<file path="src/rtl/id_ex_operand_stage_if.sv">
// rtl/id_ex_operand_stage_if.sv - decode/forwarding/EX-operand bundle for the ID/EX operand stage
interface id_ex_operand_stage_if #(
    parameter int DATA_W = 32,
    parameter int RA_W   = 5
);
    logic              id_valid;
    logic [31:0]       id_instr;
    logic              id_reg_write;
    logic              id_alu_src;
    logic              id_mem_read;
    logic              id_mem_write;
    logic              id_mem_to_reg;
    logic              id_branch;
    logic [1:0]        id_alu_op;
    logic              ex_hold;
    logic              flush;
    logic              exmem_reg_write;
    logic [RA_W-1:0]   exmem_rd;
    logic [DATA_W-1:0] exmem_result;
    logic              wb_we;
    logic [RA_W-1:0]   wb_waddr;
    logic [DATA_W-1:0] wb_wdata;
    logic              id_stall;
    logic              ex_valid;
    logic [DATA_W-1:0] ex_A;
    logic [DATA_W-1:0] ex_B;
    logic [DATA_W-1:0] ex_store_data;
    logic [1:0]        ex_alu_op;
    logic [5:0]        ex_funct;
    logic [RA_W-1:0]   ex_rd;
    logic              ex_reg_write;
    logic              ex_mem_read;
    logic              ex_mem_write;
    logic              ex_mem_to_reg;
    logic              ex_branch;
    logic [DATA_W-1:0] ex_imm;

    modport master (
        output id_valid, id_instr, id_reg_write, id_alu_src, id_mem_read, id_mem_write,
               id_mem_to_reg, id_branch, id_alu_op, ex_hold, flush,
               exmem_reg_write, exmem_rd, exmem_result, wb_we, wb_waddr, wb_wdata,
        input  id_stall, ex_valid, ex_A, ex_B, ex_store_data, ex_alu_op, ex_funct, ex_rd,
               ex_reg_write, ex_mem_read, ex_mem_write, ex_mem_to_reg, ex_branch, ex_imm
    );

    modport slave (
        input  id_valid, id_instr, id_reg_write, id_alu_src, id_mem_read, id_mem_write,
               id_mem_to_reg, id_branch, id_alu_op, ex_hold, flush,
               exmem_reg_write, exmem_rd, exmem_result, wb_we, wb_waddr, wb_wdata,
        output id_stall, ex_valid, ex_A, ex_B, ex_store_data, ex_alu_op, ex_funct, ex_rd,
               ex_reg_write, ex_mem_read, ex_mem_write, ex_mem_to_reg, ex_branch, ex_imm
    );
endinterface

</file>
<file path="src/rtl/id_ex_operand_stage.sv">
// rtl/id_ex_operand_stage.sv - register file, load-use hazard, ID/EX register and operand forwarding
module id_ex_operand_stage #(
    parameter int DATA_W = 32,
    parameter int RA_W   = 5
) (
    input  logic                 clk,
    input  logic                 rst,
    id_ex_operand_stage_if.slave bus
);
    localparam int NREG = 1 << RA_W;

    typedef struct packed {
        logic              valid;
        logic              reg_write;
        logic              alu_src;
        logic              mem_read;
        logic              mem_write;
        logic              mem_to_reg;
        logic              branch;
        logic [1:0]        alu_op;
        logic [5:0]        funct;
        logic [RA_W-1:0]   rs;
        logic [RA_W-1:0]   rt;
        logic [RA_W-1:0]   rd;
        logic [DATA_W-1:0] rs_val;
        logic [DATA_W-1:0] rt_val;
        logic [DATA_W-1:0] imm;
    } idex_t;

    logic [DATA_W-1:0] rf [NREG];

    logic [5:0]        opcode;
    logic [RA_W-1:0]   rs;
    logic [RA_W-1:0]   rt;
    logic [DATA_W-1:0] rs_val;
    logic [DATA_W-1:0] rt_val;
    logic              hz;
    idex_t             dec;
    idex_t             ex_q;
    logic [DATA_W-1:0] fwd_rs;
    logic [DATA_W-1:0] fwd_rt;

    assign opcode = bus.id_instr[31:26];
    assign rs     = bus.id_instr[25:21];
    assign rt     = bus.id_instr[20:16];

    // Same-cycle writeback is bypassed so the value captured into ID/EX is never stale.
    always_comb begin
        rs_val = rf[rs];
        if (rs == '0)
            rs_val = '0;
        else if (bus.wb_we && bus.wb_waddr == rs)
            rs_val = bus.wb_wdata;
    end

    always_comb begin
        rt_val = rf[rt];
        if (rt == '0)
            rt_val = '0;
        else if (bus.wb_we && bus.wb_waddr == rt)
            rt_val = bus.wb_wdata;
    end

    assign hz = bus.id_valid && ex_q.valid && ex_q.mem_read && (ex_q.rd != '0) &&
                ((ex_q.rd == rs) || (ex_q.rd == rt));

    assign bus.id_stall = bus.ex_hold || (hz && !bus.flush);

    always_comb begin
        dec            = '0;
        dec.valid      = bus.id_valid;
        dec.reg_write  = bus.id_reg_write;
        dec.alu_src    = bus.id_alu_src;
        dec.mem_read   = bus.id_mem_read;
        dec.mem_write  = bus.id_mem_write;
        dec.mem_to_reg = bus.id_mem_to_reg;
        dec.branch     = bus.id_branch;
        dec.alu_op     = bus.id_alu_op;
        dec.funct      = bus.id_instr[5:0];
        dec.rs         = rs;
        dec.rt         = rt;
        dec.rd         = (opcode == 6'd0) ? bus.id_instr[15:11] : rt;
        dec.rs_val     = rs_val;
        dec.rt_val     = rt_val;
        dec.imm        = {{(DATA_W-16){bus.id_instr[15]}}, bus.id_instr[15:0]};
    end

    always_ff @(posedge clk or posedge rst) begin
        if (rst)
            rf <= '{default: '0};
        else if (bus.wb_we && bus.wb_waddr != '0)
            rf[bus.wb_waddr] <= bus.wb_wdata;
    end

    // A bubble is the all-zero slot, identical to the reset contents.
    always_ff @(posedge clk or posedge rst) begin
        if (rst)
            ex_q <= '0;
        else if (!bus.ex_hold) begin
            if (bus.flush || hz)
                ex_q <= '0;
            else
                ex_q <= dec;
        end
    end

    always_comb begin
        fwd_rs = ex_q.rs_val;
        if (bus.exmem_reg_write && bus.exmem_rd != '0 && bus.exmem_rd == ex_q.rs)
            fwd_rs = bus.exmem_result;
        else if (bus.wb_we && bus.wb_waddr != '0 && bus.wb_waddr == ex_q.rs)
            fwd_rs = bus.wb_wdata;
    end

    always_comb begin
        fwd_rt = ex_q.rt_val;
        if (bus.exmem_reg_write && bus.exmem_rd != '0 && bus.exmem_rd == ex_q.rt)
            fwd_rt = bus.exmem_result;
        else if (bus.wb_we && bus.wb_waddr != '0 && bus.wb_waddr == ex_q.rt)
            fwd_rt = bus.wb_wdata;
    end

    assign bus.ex_A          = fwd_rs;
    assign bus.ex_store_data = fwd_rt;
    assign bus.ex_B          = ex_q.alu_src ? ex_q.imm : fwd_rt;
    assign bus.ex_valid      = ex_q.valid;
    assign bus.ex_alu_op     = ex_q.alu_op;
    assign bus.ex_funct      = ex_q.funct;
    assign bus.ex_rd         = ex_q.rd;
    assign bus.ex_reg_write  = ex_q.reg_write;
    assign bus.ex_mem_read   = ex_q.mem_read;
    assign bus.ex_mem_write  = ex_q.mem_write;
    assign bus.ex_mem_to_reg = ex_q.mem_to_reg;
    assign bus.ex_branch     = ex_q.branch;
    assign bus.ex_imm        = ex_q.imm;
endmodule

</file>
<file path="src/flat_wrapper.sv">
// flat-port wrapper written by rule: the top's interface ports become plain ports
module id_ex_operand_stage_flat 
#(
    parameter int DATA_W = 32,
    parameter int RA_W   = 5
)
  (clk, rst, bus_id_valid, bus_id_instr, bus_id_reg_write, bus_id_alu_src, bus_id_mem_read, bus_id_mem_write, bus_id_mem_to_reg, bus_id_branch, bus_id_alu_op, bus_ex_hold, bus_flush, bus_exmem_reg_write, bus_exmem_rd, bus_exmem_result, bus_wb_we, bus_wb_waddr, bus_wb_wdata, bus_id_stall, bus_ex_valid, bus_ex_A, bus_ex_B, bus_ex_store_data, bus_ex_alu_op, bus_ex_funct, bus_ex_rd, bus_ex_reg_write, bus_ex_mem_read, bus_ex_mem_write, bus_ex_mem_to_reg, bus_ex_branch, bus_ex_imm);
  id_ex_operand_stage_if #(.DATA_W(DATA_W), .RA_W(RA_W)) bus_i ();
  input  logic clk;
  input  logic rst;
  input wire logic [$bits(bus_i.id_valid)-1:0] bus_id_valid;
  input wire logic [$bits(bus_i.id_instr)-1:0] bus_id_instr;
  input wire logic [$bits(bus_i.id_reg_write)-1:0] bus_id_reg_write;
  input wire logic [$bits(bus_i.id_alu_src)-1:0] bus_id_alu_src;
  input wire logic [$bits(bus_i.id_mem_read)-1:0] bus_id_mem_read;
  input wire logic [$bits(bus_i.id_mem_write)-1:0] bus_id_mem_write;
  input wire logic [$bits(bus_i.id_mem_to_reg)-1:0] bus_id_mem_to_reg;
  input wire logic [$bits(bus_i.id_branch)-1:0] bus_id_branch;
  input wire logic [$bits(bus_i.id_alu_op)-1:0] bus_id_alu_op;
  input wire logic [$bits(bus_i.ex_hold)-1:0] bus_ex_hold;
  input wire logic [$bits(bus_i.flush)-1:0] bus_flush;
  input wire logic [$bits(bus_i.exmem_reg_write)-1:0] bus_exmem_reg_write;
  input wire logic [$bits(bus_i.exmem_rd)-1:0] bus_exmem_rd;
  input wire logic [$bits(bus_i.exmem_result)-1:0] bus_exmem_result;
  input wire logic [$bits(bus_i.wb_we)-1:0] bus_wb_we;
  input wire logic [$bits(bus_i.wb_waddr)-1:0] bus_wb_waddr;
  input wire logic [$bits(bus_i.wb_wdata)-1:0] bus_wb_wdata;
  output wire logic [$bits(bus_i.id_stall)-1:0] bus_id_stall;
  output wire logic [$bits(bus_i.ex_valid)-1:0] bus_ex_valid;
  output wire logic [$bits(bus_i.ex_A)-1:0] bus_ex_A;
  output wire logic [$bits(bus_i.ex_B)-1:0] bus_ex_B;
  output wire logic [$bits(bus_i.ex_store_data)-1:0] bus_ex_store_data;
  output wire logic [$bits(bus_i.ex_alu_op)-1:0] bus_ex_alu_op;
  output wire logic [$bits(bus_i.ex_funct)-1:0] bus_ex_funct;
  output wire logic [$bits(bus_i.ex_rd)-1:0] bus_ex_rd;
  output wire logic [$bits(bus_i.ex_reg_write)-1:0] bus_ex_reg_write;
  output wire logic [$bits(bus_i.ex_mem_read)-1:0] bus_ex_mem_read;
  output wire logic [$bits(bus_i.ex_mem_write)-1:0] bus_ex_mem_write;
  output wire logic [$bits(bus_i.ex_mem_to_reg)-1:0] bus_ex_mem_to_reg;
  output wire logic [$bits(bus_i.ex_branch)-1:0] bus_ex_branch;
  output wire logic [$bits(bus_i.ex_imm)-1:0] bus_ex_imm;
  assign bus_i.id_valid = bus_id_valid;
  assign bus_i.id_instr = bus_id_instr;
  assign bus_i.id_reg_write = bus_id_reg_write;
  assign bus_i.id_alu_src = bus_id_alu_src;
  assign bus_i.id_mem_read = bus_id_mem_read;
  assign bus_i.id_mem_write = bus_id_mem_write;
  assign bus_i.id_mem_to_reg = bus_id_mem_to_reg;
  assign bus_i.id_branch = bus_id_branch;
  assign bus_i.id_alu_op = bus_id_alu_op;
  assign bus_i.ex_hold = bus_ex_hold;
  assign bus_i.flush = bus_flush;
  assign bus_i.exmem_reg_write = bus_exmem_reg_write;
  assign bus_i.exmem_rd = bus_exmem_rd;
  assign bus_i.exmem_result = bus_exmem_result;
  assign bus_i.wb_we = bus_wb_we;
  assign bus_i.wb_waddr = bus_wb_waddr;
  assign bus_i.wb_wdata = bus_wb_wdata;
  assign bus_id_stall = bus_i.id_stall;
  assign bus_ex_valid = bus_i.ex_valid;
  assign bus_ex_A = bus_i.ex_A;
  assign bus_ex_B = bus_i.ex_B;
  assign bus_ex_store_data = bus_i.ex_store_data;
  assign bus_ex_alu_op = bus_i.ex_alu_op;
  assign bus_ex_funct = bus_i.ex_funct;
  assign bus_ex_rd = bus_i.ex_rd;
  assign bus_ex_reg_write = bus_i.ex_reg_write;
  assign bus_ex_mem_read = bus_i.ex_mem_read;
  assign bus_ex_mem_write = bus_i.ex_mem_write;
  assign bus_ex_mem_to_reg = bus_i.ex_mem_to_reg;
  assign bus_ex_branch = bus_i.ex_branch;
  assign bus_ex_imm = bus_i.ex_imm;
  id_ex_operand_stage #(.DATA_W(DATA_W), .RA_W(RA_W)) u_core (.clk(clk), .rst(rst), .bus(bus_i));
endmodule
</file>
<file path="config.mk">
export PLATFORM = sky130hd
export DESIGN_NAME = id_ex_operand_stage_flat
export DESIGN_NICKNAME = d
export VERILOG_FILES = /design/src/rtl/id_ex_operand_stage_if.sv /design/src/rtl/id_ex_operand_stage.sv /design/src/flat_wrapper.sv
export SDC_FILE = /design/constraint.sdc
export NUM_CORES = 2
export LEC_CHECK = 0
export BUFFER_PORTS_ARGS = -buffer_cell sky130_fd_sc_hd__buf_2
export CORE_UTILIZATION = 40
export CTS_BUF_LIST = sky130_fd_sc_hd__clkbuf_4 sky130_fd_sc_hd__clkbuf_8
export DETAILED_ROUTE_END_ITERATION = 8
export GPL_TIMING_DRIVEN = 0
export PLACE_DENSITY = 0.67
export SYNTH_ARGS = -nofsm -noshare
export SYNTH_HDL_FRONTEND = slang
export SYNTH_SLANG_ARGS = --single-unit
</file>
<file path="constraint.sdc">
create_clock -name clk -period 51.4 [get_ports clk]
set_clock_uncertainty 0.15 [all_clocks]
set_input_delay 7.71 -clock clk [delete_from_list [all_inputs] [get_ports clk]]
set_output_delay 7.71 -clock clk [all_outputs]
set_load 0.02 [all_outputs]
</file>
# --- Word-level counts from Yosys, hierarchy flattened ---
# Index checks and enable logic that the tools add are counted.
classes:
  n_lt_le_gt_ge: 4
  eq_ne: 8
  mux: 20
  bitwise: 3
  n_reduce_logical: 24
op_table:
  columns: ["op", "n"]
  rows:
  - ["1024-bit bitwise mux", 1]
  - ["32-bit 2-to-1 mux", 14]
  - ["32-bit binary-select mux with 5-bit select", 2]
  - ["32-bit demux with 5-bit select", 1]
  - ["126-bit 2-to-1 mux", 1]
  - ["5-bit == test", 8]
  - ["6-bit greater-or-equal comparator, second input constant", 3]
  - ["5-bit NOT with 6-bit output", 3]
  - ["5-bit nonzero test", 3]
  - ["1-bit logical AND", 14]
  - ["5-bit logical NOT", 2]
  - ["6-bit logical NOT", 1]
  - ["6-bit by 1-bit less-than comparator with 1-bit output, second input constant", 1]
  - ["5-bit 2-to-1 mux", 1]
  - ["1-bit logical OR", 3]
  - ["1-bit logical NOT", 1]
word_totals:
  ff_bits: 1150
  out_inout_bits: 148
  elab_cells: 106

# --- Logic depth before layout (Yosys ltp) ---
depth:
  depth_word: 7
  mapped_depth: 10
  depth_no_buf: 6

# --- Worst setup path before layout ---
# No wires, ideal clock.
synth_path:
  kind: "input port to output port"
  startpoint: "in bus_exmem_rd[0]"
  endpoint: "out bus_ex_B[10]"
  t_arrival_ps: 9596
  path_slack_ps: 33944
  cell_stages: 8
  n_path_buf: 2
  path_cell_list: "or4_1 > o21ai_1 > or3_1 > buf_2 > buf_2 > nor2_1 > a21oi_1 > mux2_2"
synth_via:
  elab_chain_len: 5
  elab_cells_between_ends: 6
  classes_between: "1 x eq/ne; 2 x mux; 3 x reduce/logical"
synth_rtl:
  columns: ["element", "line_no", "text"]
  rows:
  - ["start, declared", "flat_wrapper.sv:23", "input wire logic [$bits(bus_i.exmem_rd)-1:0] bus_exmem_rd;"]
  - ["5-bit nonzero test", "id_ex_operand_stage.sv:117", "if (bus.exmem_reg_write && bus.exmem_rd != '0 && bus.exmem_rd == ex_q.rt)"]
  - ["1-bit logical AND", "id_ex_operand_stage.sv:117", null]
  - ["1-bit logical AND (*)", "id_ex_operand_stage.sv:117", null]
  - ["32-bit 2-to-1 mux (*)", "id_ex_operand_stage.sv:117", null]
  - ["named net bus_ex_store_data[10]", "flat_wrapper.sv:32", "output wire logic [$bits(bus_i.ex_store_data)-1:0] bus_ex_store_data;"]
  - ["32-bit 2-to-1 mux (*)", "id_ex_operand_stage.sv:125", "assign bus.ex_B = ex_q.alu_src ? ex_q.imm : fwd_rt;"]
  - ["end, declared", "flat_wrapper.sv:31", "output wire logic [$bits(bus_i.ex_B)-1:0] bus_ex_B;"]
# Mark *: on every way through the listed nets, which the timed path passes. The rest lies on a longest branch.

# --- Worst setup path in the final report ---
layout_path:
  startpoint: "in bus_exmem_rd[4]"
  endpoint: "out bus_ex_B[11]"
layout_via:
  elab_chain_len: 5
  elab_cells_between_ends: 6
  classes_between: "1 x eq/ne; 2 x mux; 3 x reduce/logical"
layout_rtl:
  columns: ["element", "line_no"]
  rows:
  - ["5-bit nonzero test", "id_ex_operand_stage.sv:117"]
  - ["1-bit logical AND", "id_ex_operand_stage.sv:117"]
  - ["1-bit logical AND (*)", "id_ex_operand_stage.sv:117"]
  - ["32-bit 2-to-1 mux (*)", "id_ex_operand_stage.sv:117"]
  - ["32-bit 2-to-1 mux (*)", "id_ex_operand_stage.sv:125"]
# Mark *: on every way between the ends. The rest lies on a longest branch, timed or not.

==> metrics.md <==
| Metric | Value |
|---|---|
| Multi-input logic area | `29590 sq um` |
| Seq cells post-synth | `1128` |
| TritonCTS clock tree | `built` |
| Post-synthesis adder-cell area fraction | `0` |
| TNS Setup | `0 ns` |
| Sequential cell area | `28230 sq um` |
| Failing checks | `capacitance limit, slew limit` |
| Status | `finished with violations` |
| Number of global-route vias before repair | `44890` |
| GRT overflow | `0` |
| EDFF count, synth | `0` |
| Power per Cell Area | `38.50 nW/um^2` |
| First-pass GRT wire length | `352100 microns` |
| Max clock buf depth | `3` |
| Die W | `391.5 microns` |
| CTS Buf Count | `181` |
| Largest area contributor in the netlist | `dfrtp_1` |
| Initial Util | `0.4042` |
| DP Worst Slack | `32.80 ns` |
| HPWL Detailed | `188400 microns` |
| Biggest register | `u_core.rf` |
| Clock sinks | `1128` |
| I/O pin count | `269` |
| Vias | `45840` |
| CP Capture Type | `output pin` |
| Postcts setup bufs | `0` |
| Post-synth top area share | `0.4652` |
| RSZ-0062 raised after global routing | `false` |
| Yosys cell types | `48` |
| DRC viols | `0` |
| Setup violations, final | `0` |
| Clock transition at the registers of the reported paths | `0.07 ns` |
| Post-Syn Area | `60680 sq um` |
| ANT nets after route | `0` |
| Synth Area in Compound Gates | `0.07951` |
| Layout cells sized above 1 | `0.4582` |
| Cts hold-fix bufs | `0` |
| Sequential area share after synthesis | `0.4652` |
| Pre-antenna DRT Iters | `8` |
| H-tree Lvls | `4` |
| CP Class | `in2out` |
| Simple-gate portion of the synthesized area | `0.02101` |
| Mapped Nets | `4453` |
| CP required | `43.54 ns` |
| Nets | `4887` |
| Filler instances | `13420` |
| Peak VDD IR | `29.04 uV` |
| Post-synthesis mux area share | `0.3814` |
| Worst Hold Class | `reg2reg` |
| Largest family of logic cells by synthesized area | `multiplexers` |
| Layout area overhead | `13.74%` |
| CORE AREA | `150100 sq um` |
| Minimum clock period after layout | `18.69 ns` |
| Primary FF master, synth | `dfrtp_1` |
| Number of buffers inserted by port buffering | `230` |
| Arrival time at the worst endpoint | `10.83 ns` |
| Root Driver | `clkbuf_8` |
| Max Cap Viol | `14` |
| Leakage | `0.03028 uW` |
| Post-layout worst setup margin | `32.71 ns` |
| Final Hold Vio Count | `0` |
| Ranking of synthesized cells by area | `dfrtp_1, mux2_2, mux4_2` |
| Synth warn | `0` |
| DRT Wirelength | `256500 microns` |
| Slew HR | `-0.07544` |
| Die ar. | `153300 sq um` |
| Initial antenna violation count | `17` |
| Drt wl/cell | `36.91 microns` |
| Fmax | `53.49 MHz` |
| Largest register FFs | `1024` |
| Syn Inst Count | `4332` |
| Die height | `391.5 microns` |
| Post-Synth XOR/XNOR Area | `0.005774` |
| Worst Setup Start Kind | `primary input` |
| Largest net degree at the start of global routing | `124` |
| Worst skew pair latency | `0.97 ns` |
| Ys async rst share | `1.000` |
| Worst slew pin tran | `1.607 ns` |
| Total GRT Usage | `0.3315` |
| Initial DRC Count | `6629` |
| CTS resizes | `0` |
| CP max FO | `10` |
| Final RePlAce weighted congestion | `1.047` |
| Avg Inst Size Synth | `14.01 sq um` |
| Count of pins over their slew limit | `132` |
| Avg Vias per Cell | `6.596` |
| Core Rows | `142` |
| Crit share post-route | `0.3637` |
-- layout by cell type, fill, tap and decap left out, drive strengths merged, types with 5 or more instances in the layout --
cell      Yosys  final
a2111oi      36     36
a211oi       54     54
a21oi       118    118
a221o        64     64
a22o        113    113
a22oi        78     78
and2         34     34
and3          5      5
buf         276    527
bufinv        0      5
clkbuf      295    600
clkinv        0     14
clkinvlp      0      7
dfrtp      1128   1128
diode         0     16
mux2       1030   1030
mux2i       287    287
mux4        385    385
nand2        86     86
nand3         7      7
nor2         53     53
nor3         17     17
nor3b         5      5
nor4         27     27
o21ai        34     34
o221ai       63     63
o22ai        64     64
xnor2        14     14
xor2         26     26
-- cell type report --
| class | instances | area share |
|---|---|---|
| multi-input combinational | 2632 | 0.4288 |
| sequential | 1128 | 0.4090 |
| clock buffer | 305 | 0.05620 |
| buffer | 571 | 0.04152 |
| tap | 2016 | 0.03655 |
| timing repair buffer | 251 | 0.02284 |
| clock inverter | 29 | 0.004333 |
| antenna | 16 | 0.0005802 |
| inverter | 1 | 0.0001632 |
-- per-stage QoR --
step / power, uW / cells / utilization / area (sq um) / hold slack [ns]
global placement: 1728 / 6578 / 0.4286 / 64350 / 0.3042
detailed placement: 1749 / 6595 / 0.4313 / 64750 / 0.3151
finish: 2657 / 6949 / 0.4597 / 69010 / 0.3359
CTS: 2629 / 6929 / 0.4591 / 68930 / 0.3330
floorplan: 1553 / 4332 / - / 60680 / 0.2913
global route: 2733 / 6939 / 0.4595 / 68990 / 0.3499
-- critical path, cell delays in order --
cell,delay (ns)
buf_2,0.17
or4_1,0.14
o21ai_1,0.11
nor3_1,0.65
clkbuf_1,0.69
a21oi_1,0.07
a21oi_1,0.82
mux2_2,0.30
buf_2,0.16
-- power by group --
group	leakage (uW)	switching, uW	internal [uW]	total [uW]
combinational	0.0136	294	297	591
sequential	0.0145	121	1050	1170
clock	0.00220	396	499	895
-- final timing paths --
check,endpoint,slack [ns],depth (start not counted),start
min reg2reg,u_core.rf[1003],0.34,1,u_core.rf[1003]
max reg2reg,u_core.ex_q[43],48.00,6,u_core.bus.ex_rd[1]
max in group asynchronous,u_core.rf[655],42.32,6,rst
min in group asynchronous,u_core.rf[421],6.52,2,rst
max,bus_ex_B[11],32.71,9,bus_exmem_rd[4]
min,u_core.rf[1003],0.34,1,u_core.rf[1003]
-- per-layer routing --
metal | up-vias | wire length, microns | track usage
met4 | 12 | 19160 | 0.2175
met2 | 3344 | 110200 | 0.4825
met5 | - | 76 | 0
li1 | 17570 | - | -
met3 | 825 | 33230 | 0.1337
met1 | 24080 | 93780 | 0.4047
-- Yosys cell counts, drive strengths merged (2+ instances only) --
master      n
or4         4
and2       34
or2         3
xnor2      14
o221ai     63
and3        5
o31a        3
nand2      86
mux2i     287
nand2b      2
nand3b      4
nor3b       5
nor4       27
nor2       53
nand3       7
or3b        2
o21ai      34
xor2       26
mux2     1030
a21oi     118
clkbuf    295
a211oi     54
a2111oi    36
or3         4
nor3       17
o22ai      64
buf       276
a221o      64
mux4      385
nor2b       4
a22oi      78
dfrtp    1128
a22o      113
-- cell families after synthesis --
family                    count (synthesis)
xor gates and xnor gates                 40
AOI/OAI and AO/OA                       632
DFF                                    1128
muxes                                  1702
and+or+nand+nor                         258
buffers and inverters                   572
Power figures use the tool's default switching activity.
